--- src/rtl/mem_arbiter_if.sv ---
// rtl/mem_arbiter_if.sv - packet type and requester/memory bundle for mem_arbiter
package mem_arbiter_pkg;
    typedef struct packed {
        logic        we;
        logic [31:0] addr;
        logic [31:0] data;
    } mem_pkt_t;
endpackage

interface mem_arbiter_if #(
    parameter int MAX_OUTSTANDING = 4
) ();
    import mem_arbiter_pkg::*;
    localparam int CW = $clog2(MAX_OUTSTANDING + 1);

    logic          imem_req_vld;
    logic          imem_req_rdy;
    mem_pkt_t      imem_req;
    logic          imem_rsp_vld;
    logic          imem_rsp_rdy;
    mem_pkt_t      imem_rsp;
    logic          dmem_req_vld;
    logic          dmem_req_rdy;
    mem_pkt_t      dmem_req;
    logic          dmem_rsp_vld;
    logic          dmem_rsp_rdy;
    mem_pkt_t      dmem_rsp;
    logic          mem_req_vld;
    logic          mem_req_rdy;
    mem_pkt_t      mem_req;
    logic          mem_rsp_vld;
    logic          mem_rsp_rdy;
    mem_pkt_t      mem_rsp;
    logic [CW-1:0] outstanding;
    logic          arb_err;

    modport slave (
        input  imem_req_vld, imem_req, imem_rsp_rdy,
        input  dmem_req_vld, dmem_req, dmem_rsp_rdy,
        input  mem_req_rdy, mem_rsp_vld, mem_rsp,
        output imem_req_rdy, imem_rsp_vld, imem_rsp,
        output dmem_req_rdy, dmem_rsp_vld, dmem_rsp,
        output mem_req_vld, mem_req, mem_rsp_rdy,
        output outstanding, arb_err
    );

    modport master (
        output imem_req_vld, imem_req, imem_rsp_rdy,
        output dmem_req_vld, dmem_req, dmem_rsp_rdy,
        output mem_req_rdy, mem_rsp_vld, mem_rsp,
        input  imem_req_rdy, imem_rsp_vld, imem_rsp,
        input  dmem_req_rdy, dmem_rsp_vld, dmem_rsp,
        input  mem_req_vld, mem_req, mem_rsp_rdy,
        input  outstanding, arb_err
    );
endinterface

--- src/rtl/mem_arbiter.sv ---
// rtl/mem_arbiter.sv - imem/dmem arbiter onto one memory port with in-order response routing
module mem_arbiter
    import mem_arbiter_pkg::*;
#(
    parameter int MAX_OUTSTANDING = 4,
    parameter int STARVE_LIMIT    = 3
) (
    input  logic         clk,
    input  logic         rst_n,
    mem_arbiter_if.slave bus
);
    localparam int PW = (MAX_OUTSTANDING > 1) ? $clog2(MAX_OUTSTANDING) : 1;
    localparam int CW = $clog2(MAX_OUTSTANDING + 1);
    localparam logic [CW-1:0] MAX_CNT    = CW'(MAX_OUTSTANDING);
    localparam logic [PW-1:0] LAST_PTR   = PW'(MAX_OUTSTANDING - 1);
    localparam logic [3:0]    STARVE_MAX = 4'(STARVE_LIMIT);

    typedef enum logic {IDLE, LOCKED} state_t;

    state_t                     state_q, state_d;
    logic                       grant_q, grant_d;
    logic [3:0]                 starve_cnt_q, starve_cnt_d;
    logic [CW-1:0]              count_q, count_d;
    logic [PW-1:0]              wr_ptr_q, rd_ptr_q;
    logic [MAX_OUTSTANDING-1:0] tag_q;
    logic                       arb_err_q;

    // grant: 1 selects dmem, 0 selects imem; the same encoding is stored as the tag
    logic grant;
    logic full;
    logic empty;
    logic req_vld;
    logic req_accept;
    logic head_is_dmem;
    logic rsp_rdy;
    logic rsp_pop;
    logic rsp_drop;

    always_comb begin
        state_d      = state_q;
        grant_d      = grant_q;
        starve_cnt_d = starve_cnt_q;
        count_d      = count_q;
        full         = (count_q == MAX_CNT);
        empty        = (count_q == '0);

        if (state_q == LOCKED) begin
            grant = grant_q;
        end else begin
            grant = bus.dmem_req_vld &&
                    !((starve_cnt_q == STARVE_MAX) && bus.imem_req_vld);
        end

        // rst_n gating keeps every request-side valid/ready low during reset
        req_vld    = rst_n && !full && (grant ? bus.dmem_req_vld : bus.imem_req_vld);
        req_accept = req_vld && bus.mem_req_rdy;

        case (state_q)
            IDLE: begin
                if (req_vld && !bus.mem_req_rdy) begin
                    state_d = LOCKED;
                    grant_d = grant;
                end
            end
            LOCKED: begin
                if (bus.mem_req_rdy) begin
                    state_d = IDLE;
                end
            end
            default: state_d = IDLE;
        endcase

        if (req_accept) begin
            if (grant && bus.imem_req_vld) begin
                if (starve_cnt_q != STARVE_MAX) begin
                    starve_cnt_d = starve_cnt_q + 4'd1;
                end
            end else begin
                starve_cnt_d = 4'd0;
            end
        end

        head_is_dmem = tag_q[rd_ptr_q];
        rsp_rdy      = empty || (head_is_dmem ? bus.dmem_rsp_rdy : bus.imem_rsp_rdy);
        rsp_pop      = bus.mem_rsp_vld && rsp_rdy && !empty;
        rsp_drop     = bus.mem_rsp_vld && empty;

        if (req_accept && !rsp_pop) begin
            count_d = count_q + 1'b1;
        end else if (rsp_pop && !req_accept) begin
            count_d = count_q - 1'b1;
        end
    end

    always_ff @(posedge clk or negedge rst_n) begin
        if (!rst_n) begin
            state_q      <= IDLE;
            grant_q      <= 1'b0;
            starve_cnt_q <= 4'd0;
            count_q      <= '0;
            wr_ptr_q     <= '0;
            rd_ptr_q     <= '0;
            tag_q        <= '0;
            arb_err_q    <= 1'b0;
        end else begin
            state_q      <= state_d;
            grant_q      <= grant_d;
            starve_cnt_q <= starve_cnt_d;
            count_q      <= count_d;
            if (req_accept) begin
                tag_q[wr_ptr_q] <= grant;
                wr_ptr_q        <= (wr_ptr_q == LAST_PTR) ? '0 : wr_ptr_q + 1'b1;
            end
            if (rsp_pop) begin
                rd_ptr_q <= (rd_ptr_q == LAST_PTR) ? '0 : rd_ptr_q + 1'b1;
            end
            if (rsp_drop) begin
                arb_err_q <= 1'b1;
            end
        end
    end

    assign bus.mem_req_vld  = req_vld;
    assign bus.mem_req      = grant ? bus.dmem_req : bus.imem_req;
    assign bus.imem_req_rdy = req_accept && !grant;
    assign bus.dmem_req_rdy = req_accept && grant;

    assign bus.mem_rsp_rdy  = rsp_rdy;
    assign bus.imem_rsp_vld = bus.mem_rsp_vld && !empty && !head_is_dmem;
    assign bus.dmem_rsp_vld = bus.mem_rsp_vld && !empty && head_is_dmem;
    assign bus.imem_rsp     = bus.mem_rsp;
    assign bus.dmem_rsp     = bus.mem_rsp;

    assign bus.outstanding  = count_q;
    assign bus.arb_err      = arb_err_q;
endmodule

--- src/flat_wrapper.sv ---
// flat-port wrapper written by rule: the top's interface ports become plain ports
module mem_arbiter_flat import mem_arbiter_pkg::*;
#(
    parameter int MAX_OUTSTANDING = 4,
    parameter int STARVE_LIMIT    = 3
)
  (clk, rst_n, bus_imem_req_vld, bus_imem_req, bus_imem_rsp_rdy, bus_dmem_req_vld, bus_dmem_req, bus_dmem_rsp_rdy, bus_mem_req_rdy, bus_mem_rsp_vld, bus_mem_rsp, bus_imem_req_rdy, bus_imem_rsp_vld, bus_imem_rsp, bus_dmem_req_rdy, bus_dmem_rsp_vld, bus_dmem_rsp, bus_mem_req_vld, bus_mem_req, bus_mem_rsp_rdy, bus_outstanding, bus_arb_err);
  mem_arbiter_if #(.MAX_OUTSTANDING(MAX_OUTSTANDING)) bus_i ();
  input  logic clk;
  input  logic rst_n;
  input wire logic [$bits(bus_i.imem_req_vld)-1:0] bus_imem_req_vld;
  input wire logic [$bits(bus_i.imem_req)-1:0] bus_imem_req;
  input wire logic [$bits(bus_i.imem_rsp_rdy)-1:0] bus_imem_rsp_rdy;
  input wire logic [$bits(bus_i.dmem_req_vld)-1:0] bus_dmem_req_vld;
  input wire logic [$bits(bus_i.dmem_req)-1:0] bus_dmem_req;
  input wire logic [$bits(bus_i.dmem_rsp_rdy)-1:0] bus_dmem_rsp_rdy;
  input wire logic [$bits(bus_i.mem_req_rdy)-1:0] bus_mem_req_rdy;
  input wire logic [$bits(bus_i.mem_rsp_vld)-1:0] bus_mem_rsp_vld;
  input wire logic [$bits(bus_i.mem_rsp)-1:0] bus_mem_rsp;
  output wire logic [$bits(bus_i.imem_req_rdy)-1:0] bus_imem_req_rdy;
  output wire logic [$bits(bus_i.imem_rsp_vld)-1:0] bus_imem_rsp_vld;
  output wire logic [$bits(bus_i.imem_rsp)-1:0] bus_imem_rsp;
  output wire logic [$bits(bus_i.dmem_req_rdy)-1:0] bus_dmem_req_rdy;
  output wire logic [$bits(bus_i.dmem_rsp_vld)-1:0] bus_dmem_rsp_vld;
  output wire logic [$bits(bus_i.dmem_rsp)-1:0] bus_dmem_rsp;
  output wire logic [$bits(bus_i.mem_req_vld)-1:0] bus_mem_req_vld;
  output wire logic [$bits(bus_i.mem_req)-1:0] bus_mem_req;
  output wire logic [$bits(bus_i.mem_rsp_rdy)-1:0] bus_mem_rsp_rdy;
  output wire logic [$bits(bus_i.outstanding)-1:0] bus_outstanding;
  output wire logic [$bits(bus_i.arb_err)-1:0] bus_arb_err;
  assign bus_i.imem_req_vld = bus_imem_req_vld;
  assign bus_i.imem_req = bus_imem_req;
  assign bus_i.imem_rsp_rdy = bus_imem_rsp_rdy;
  assign bus_i.dmem_req_vld = bus_dmem_req_vld;
  assign bus_i.dmem_req = bus_dmem_req;
  assign bus_i.dmem_rsp_rdy = bus_dmem_rsp_rdy;
  assign bus_i.mem_req_rdy = bus_mem_req_rdy;
  assign bus_i.mem_rsp_vld = bus_mem_rsp_vld;
  assign bus_i.mem_rsp = bus_mem_rsp;
  assign bus_imem_req_rdy = bus_i.imem_req_rdy;
  assign bus_imem_rsp_vld = bus_i.imem_rsp_vld;
  assign bus_imem_rsp = bus_i.imem_rsp;
  assign bus_dmem_req_rdy = bus_i.dmem_req_rdy;
  assign bus_dmem_rsp_vld = bus_i.dmem_rsp_vld;
  assign bus_dmem_rsp = bus_i.dmem_rsp;
  assign bus_mem_req_vld = bus_i.mem_req_vld;
  assign bus_mem_req = bus_i.mem_req;
  assign bus_mem_rsp_rdy = bus_i.mem_rsp_rdy;
  assign bus_outstanding = bus_i.outstanding;
  assign bus_arb_err = bus_i.arb_err;
  mem_arbiter #(.MAX_OUTSTANDING(MAX_OUTSTANDING), .STARVE_LIMIT(STARVE_LIMIT)) u_core (.clk(clk), .rst_n(rst_n), .bus(bus_i));
endmodule
--- config.mk ---
export PLATFORM = sky130hd
export DESIGN_NAME = mem_arbiter_flat
export DESIGN_NICKNAME = d
export VERILOG_FILES = /design/src/rtl/mem_arbiter_if.sv /design/src/rtl/mem_arbiter.sv /design/src/flat_wrapper.sv
export SDC_FILE = /design/constraint.sdc
export NUM_CORES = 1
export LEC_CHECK = 0
export CORE_AREA = 2 2 157 159
export DETAILED_ROUTE_END_ITERATION = 8
export DIE_AREA = 0 0 159 161
export SLEW_MARGIN = 20
export SYNTH_ARGS = -nofsm -noshare
export SYNTH_HDL_FRONTEND = slang
export SYNTH_SLANG_ARGS = --single-unit
--- constraint.sdc ---
create_clock -name clk -period 3.02 [get_ports clk]
set_input_delay 0.906 -clock clk [delete_from_list [all_inputs] [get_ports clk]]
set_output_delay 0.906 -clock clk [all_outputs]
set_load 0.05 [all_outputs]
**Word level (Yosys, flattened, before mapping)**

Index checks and enable logic that the tools add are counted.

- Flip-flop bits (word level): 18
- Latch bits: 0
- RAM bits: 0
- Memory bits (read-only): 0
- Word-level logic and storage cells: 72
- Memories kept: 0

- $add $sub $neg: 5
- Multipliers: 0
- Divide/modulo/power cells: 0
- Order comparisons: 3
- Equality and inequality tests: 6
- Shift operators: 0
- Muxes and demuxes: 18
- Bitwise gates (word level): 1
- Reduce and logical (&&, ||, !) cells: 31

Operators by type and width:

| cell | count |
|---|---|
| two-way mux 65 bit | 1 |
| logical AND 1 bit | 18 |
| zero test 1 bit | 8 |
| two-way mux 4 bit | 2 |
| two-way mux 1 bit | 7 |
| < comparator 2 x 3 -> 1 bit (second input constant) | 2 |
| two-way mux 3 bit | 2 |
| adder 2 x 1 -> 2 bit (second input constant) | 2 |
| adder 4 x 1 -> 4 bit (second input constant) | 1 |
| bitwise mux 4 bit | 1 |
| == test 2 bit (second input constant) | 2 |
| == test 4 x 2 -> 1 bit (second input constant) | 1 |
| two-way mux 2 bit | 2 |
| != test 4 x 2 -> 1 bit (second input constant) | 1 |
| AND reduction 2 bit | 2 |
| adder 3 x 1 -> 3 bit (second input constant) | 1 |
| == test 3 bit (second input constant) | 1 |
| zero test 3 bit | 1 |
| subtractor 3 x 1 -> 3 bit (second input constant) | 1 |
| binary-select mux 1 bit (select 2 bit) | 1 |
| demux 1 bit (select 2 bit) | 1 |
| greater-or-equal comparator 2 x 1 -> 1 bit (second input constant) | 1 |
| != test 2 bit (second input constant) | 1 |
| one-hot mux 1 bit (2 select lines) | 1 |
| 3 further kinds | 3 |

**Longest topological paths before layout**

- Depth after elaboration: 12
- Depth in mapped cells: 11

**Least setup slack after synthesis**

No wires, ideal clock.

- Path type: input port to output port
- Start: in bus_imem_req_vld
- End: out bus_imem_req_rdy
- Data arrival time: 2.233 ns
- Required time: 2.114 ns
- Path slack: -0.119 ns
- Cell stages on the path: 5
- Buffers on the path: 2
- Path through: and4bb_2 o21ai_1 buf_2 buf_2 nor2_1

- Longest elaborated chain between the ends: 8
- Elaborated cells between the ends (all ways): 9
- Classes of those cells: mux (2); reduce/logical (7)

Ends and longest elaborated chain:

| element | RTL line | RTL |
|---|---|---|
| start, declared | flat_wrapper.sv:11 | `input wire logic [$bits(bus_i.imem_req_vld)-1:0] bus_imem_req_vld;` |
| logical AND 1 bit | mem_arbiter.sv:51 | `!((starve_cnt_q == STARVE_MAX) && bus.imem_req_vld);` |
| zero test 1 bit | mem_arbiter.sv:51 |  |
| logical AND 1 bit | mem_arbiter.sv:50 | `grant = bus.dmem_req_vld &&` |
| two-way mux 1 bit | mem_arbiter.sv:47 | `if (state_q == LOCKED) begin` |
| two-way mux 1 bit | mem_arbiter.sv:55 | `req_vld = rst_n && !full && (grant ? bus.dmem_req_vld : bus.imem_req_vld);` |
| logical AND 1 bit | mem_arbiter.sv:55 |  |
| logical AND 1 bit | mem_arbiter.sv:56 | `req_accept = req_vld && bus.mem_req_rdy;` |
| logical AND 1 bit * | mem_arbiter.sv:125 | `assign bus.imem_req_rdy = req_accept && !grant;` |
| end, declared | flat_wrapper.sv:20 | `output wire logic [$bits(bus_i.imem_req_rdy)-1:0] bus_imem_req_rdy;` |

Mark *: on every way between the ends. The rest lies on a longest branch, timed or not.

**Worst setup path after layout**

- Start: in bus_imem_req_vld
- End: out bus_mem_req[17]

- Longest elaborated chain between the ends: 5

Ends and longest elaborated chain:

| element | RTL line | RTL |
|---|---|---|
| logical AND 1 bit | mem_arbiter.sv:51 |  |
| zero test 1 bit | mem_arbiter.sv:51 |  |
| logical AND 1 bit | mem_arbiter.sv:50 |  |
| two-way mux 1 bit | mem_arbiter.sv:47 |  |
| two-way mux 65 bit | mem_arbiter.sv:124 | `assign bus.mem_req = grant ? bus.dmem_req : bus.imem_req;` |
| end, declared | flat_wrapper.sv:27 | `output wire logic [$bits(bus_i.mem_req)-1:0] bus_mem_req;` |

Every way passes these cells.

==> impl_metrics.yaml <==
die:
  die_x_um: 159
  die_h_um: 161
  rows: 57
  die_area_um2: 25600
  core_um2: 24000
  num_io_pins: 408
  start_util_pct: 12.1
synth:
  syn_inst: 304
  synthAdderAreaFrac_pct: 3.71
  yosys_register_bits: 18
  syn_nets: 515
  synth.avg_cell_area_um2: 9.53
  synth_cell_types: 35
  synth_compound_area_share_pct: 3.02
  netlist_area_um2: 2900
  synth_top_family_by_area: "buffers and inverters"
  ys_warn_count: 0
  ys_seq_area_share_pct: 15.6
  synth_mux_area_share_pct: 32.1
  synth-simple-area-share_pct: 7.60
  synth_xor_area_share_pct: 0.907
sta:
  finalCritPeriodShare_pct: 106
  tightestPinTransition_ns: 0.511
  relSlewSlack_pct: 65.9
  hold_viol_final: 0
  slew_violations: 0
  setup_tns_ns: -8.71
  fin_ws_ns: -0.180
  setup_viol: 66
  min_period_ns: 3.20
  finClkSkew_ns: 0.00115
  max_freq_ghz: 0.312
  rsz0062_at_grt: "yes"
final_layout:
  multi_input_area_um2: 1650
  final_cell_mix: "clkdlybuf4s50_1, mux2_4, buf_8"
  fin_cells: 737
  postLayoutCellArea_um2: 5470
  fill_cells: 2578
  ff_latch_area_um2: 450
  drive_above_1_share_pct: 47.7
  layout_commonest_cell: "clkdlybuf4s50_1"
  insertedDiodeCount: 0
  syn_to_final_growth_pct: 88.9
  final_nets: 625
clock_network:
  clk_pin_slew_ns: 0.06
  cts.sinks: 18
  clock_latency_ns: 0.25
  cts_tree: "done"
  clk_path_buf_depth: 2
  cts-root-buf: "clkbuf_16"
  holdBufCountCts: 0
  cts_buffers: 3
  cts_htree_levels: 1
power_and_ir_drop:
  share_comb_of_total_power_pct: 78.6
  pwr-share-seq_pct: 12.7
  ir_drop_v: 0.000239
  switching_share_pct: 44.1
  intPower_mw: 1.90
  p_leak_nw: 2.39
  power_density_nw_per_um2: 622
  p_switching_mw: 1.50
  clock_power_share_pct: 8.7
critical_path:
  cp-end-kind: "primary output"
  worstPathRequired_ns: 2.11
  cp-start-kind: "input port"
  cp.arrival_ns: 2.29
  crit_type: "in -> out"
  path_max_fanout: 8
detailed_routing:
  vias: 2487
  ant_nets: 0
  postRouteWirelength_um: 10700
  drtIter0Drc: 94
  via_per_inst: 3.37
  drc: 0
  wl_per_cell_um: 14.5
  dr.pass1.iters: 4
place:
  dpl.hpwl_um: 8430
  dp_cells: 724
  port_buffers: 212
  place_area_um2: 4760
  gp_congestion: 0.755
grt:
  grt_max_degree: 29
  grtUsageTotal_pct: 7.60
  antenna_found_initial: 0
  grt_pass1_vias: 2599
  grt_overflow: 0
  grt_pass1_wl_um: 15300
worst_hold_path:
  hold_path.class: "reg -> reg"
status:
  violations: "negative setup slack"
  status: "finished, violations left"
job:
  cap_violations: 0
[metrics by stage]
step | util (%) | worst slack (ns) | total power, mW | hold slack [ns]
after floorplan | - | -0.0475 | 2.35 | 0.471
after global placement | 19.8 | -0.541 | 2.74 | 0.471
after detailed placement | 19.8 | -0.562 | 2.75 | 0.470
after CTS | 22.5 | -0.231 | 3.40 | 0.488
after global routing | 22.8 | -0.246 | 3.58 | 0.525
final | 22.8 | -0.180 | 3.40 | 0.478
[flip-flops by register name, summed over array words and instances, names as in the netlist]
register / flops
u_core.starve_cnt_q: 4
u_core.wr_ptr_q: 2
u_core.rd_ptr_q: 2
u_core.bus.arb_err: 1
u_core.bus.outstanding: 3
u_core.tag_q: 4
u_core.grant_q: 1
u_core.state_q: 1
[cells by family after synthesis]
logic type               Yosys count
AO/OA/AOI/OAI                     10
XOR/XNOR                           3
adder cells (fa/ha/maj)            8
buffers and inverters            149
flip-flops                        18
multiplexers                      80
AND/OR/NAND/NOR                   36
[layout make-up]
class / instances / area share [%]
Timing Repair Buffer: 244 / 51.9
Clock buffer: 4 / 1.62
Tap cell: 324 / 7.41
Sequential cell: 18 / 8.23
Multi-Input combinational cell: 137 / 30.1
Inverter: 10 / 0.732
[power groups by stage]
stage | clock network [mW] | logic (mW) | registers (mW)
3_5_place_dp | 0 | 2.31 | 0.439
5_1_grt | 0.319 | 2.81 | 0.456
6_report | 0.296 | 2.67 | 0.433
3_3_place_gp | 0 | 2.30 | 0.438
4_1_cts | 0.308 | 2.66 | 0.436
2_1_floorplan | 0 | 1.85 | 0.496
[layer usage]
layer | track usage [%] | wire [µm] | vias to the layer above
met1 | 8.60 | 4190 | 1132
li1 | - | - | 1108
met5 | 1.33 | 27 | -
met3 | 5.47 | 1600 | 15
met4 | 0.785 | 51 | 2
met2 | 11.9 | 4790 | 230
[worst max-delay path: stages]
cell	delay (ns)
buf_6	0.09
and4bb_2	0.25
o21ai_4	0.22
buf_6	0.18
clkbuf_16	0.17
mux2_4	0.32
buf_12	0.15
[worst paths after layout]
check | start | end | slack [ns] | cells after the start
setup / recovery | bus_imem_req_vld | bus_mem_req[17] | -0.18 | 7
hold / removal | u_core.bus.arb_err | u_core.bus.arb_err | 0.48 | 1
setup reg to reg | u_core.rd_ptr_q[0] | u_core.bus.outstanding[2] | 0.63 | 10
hold reg to reg | u_core.bus.arb_err | u_core.bus.arb_err | 0.48 | 1
max in group asynchronous | rst_n | u_core.starve_cnt_q[2] | 1.67 | 3
min in group asynchronous | rst_n | u_core.wr_ptr_q[1] | 1.14 | 3
[synthesized netlist by cell type, drive strengths merged]
master   number  area share [%]
dfrtp        18              16
and4bb        1            0.43
nor3          2            0.35
o2111ai       1            0.91
and3          8             2.4
o22ai         1            0.22
nand2b        2            0.43
a211oi        2            0.52
o41ai         1            0.30
nand4bb       1            0.39
and2          2            0.43
nor2         10             1.3
inv          10             1.4
xor2          2            0.60
o21bai        1            0.26
nand2         6            0.78
xnor2         1            0.30
o21ai         3            0.52
ha            7             3.0
or3           1            0.22
mux2i         2            0.69
fa            1            0.69
mux2         77              31
or3b          1            0.30
mux4          1            0.78
nand3b        1            0.26
buf         139              36
and3b         1            0.30
a2111oi       1            0.30
[what timing repair did]
| item | 4_1_cts | 5_1_grt |
|---|---|---|
| buffers inserted | 8 | 3 |
| gates cloned | 3 | 2 |
| setup endpoints to repair | 69 | 67 |
| gates resized for setup | 114 | 38 |
| endpoints found under the hold margin | 0 | 0 |
| pin swaps | 3 | 1 |
No activity file was read; power rests on OpenSTA's default activity.
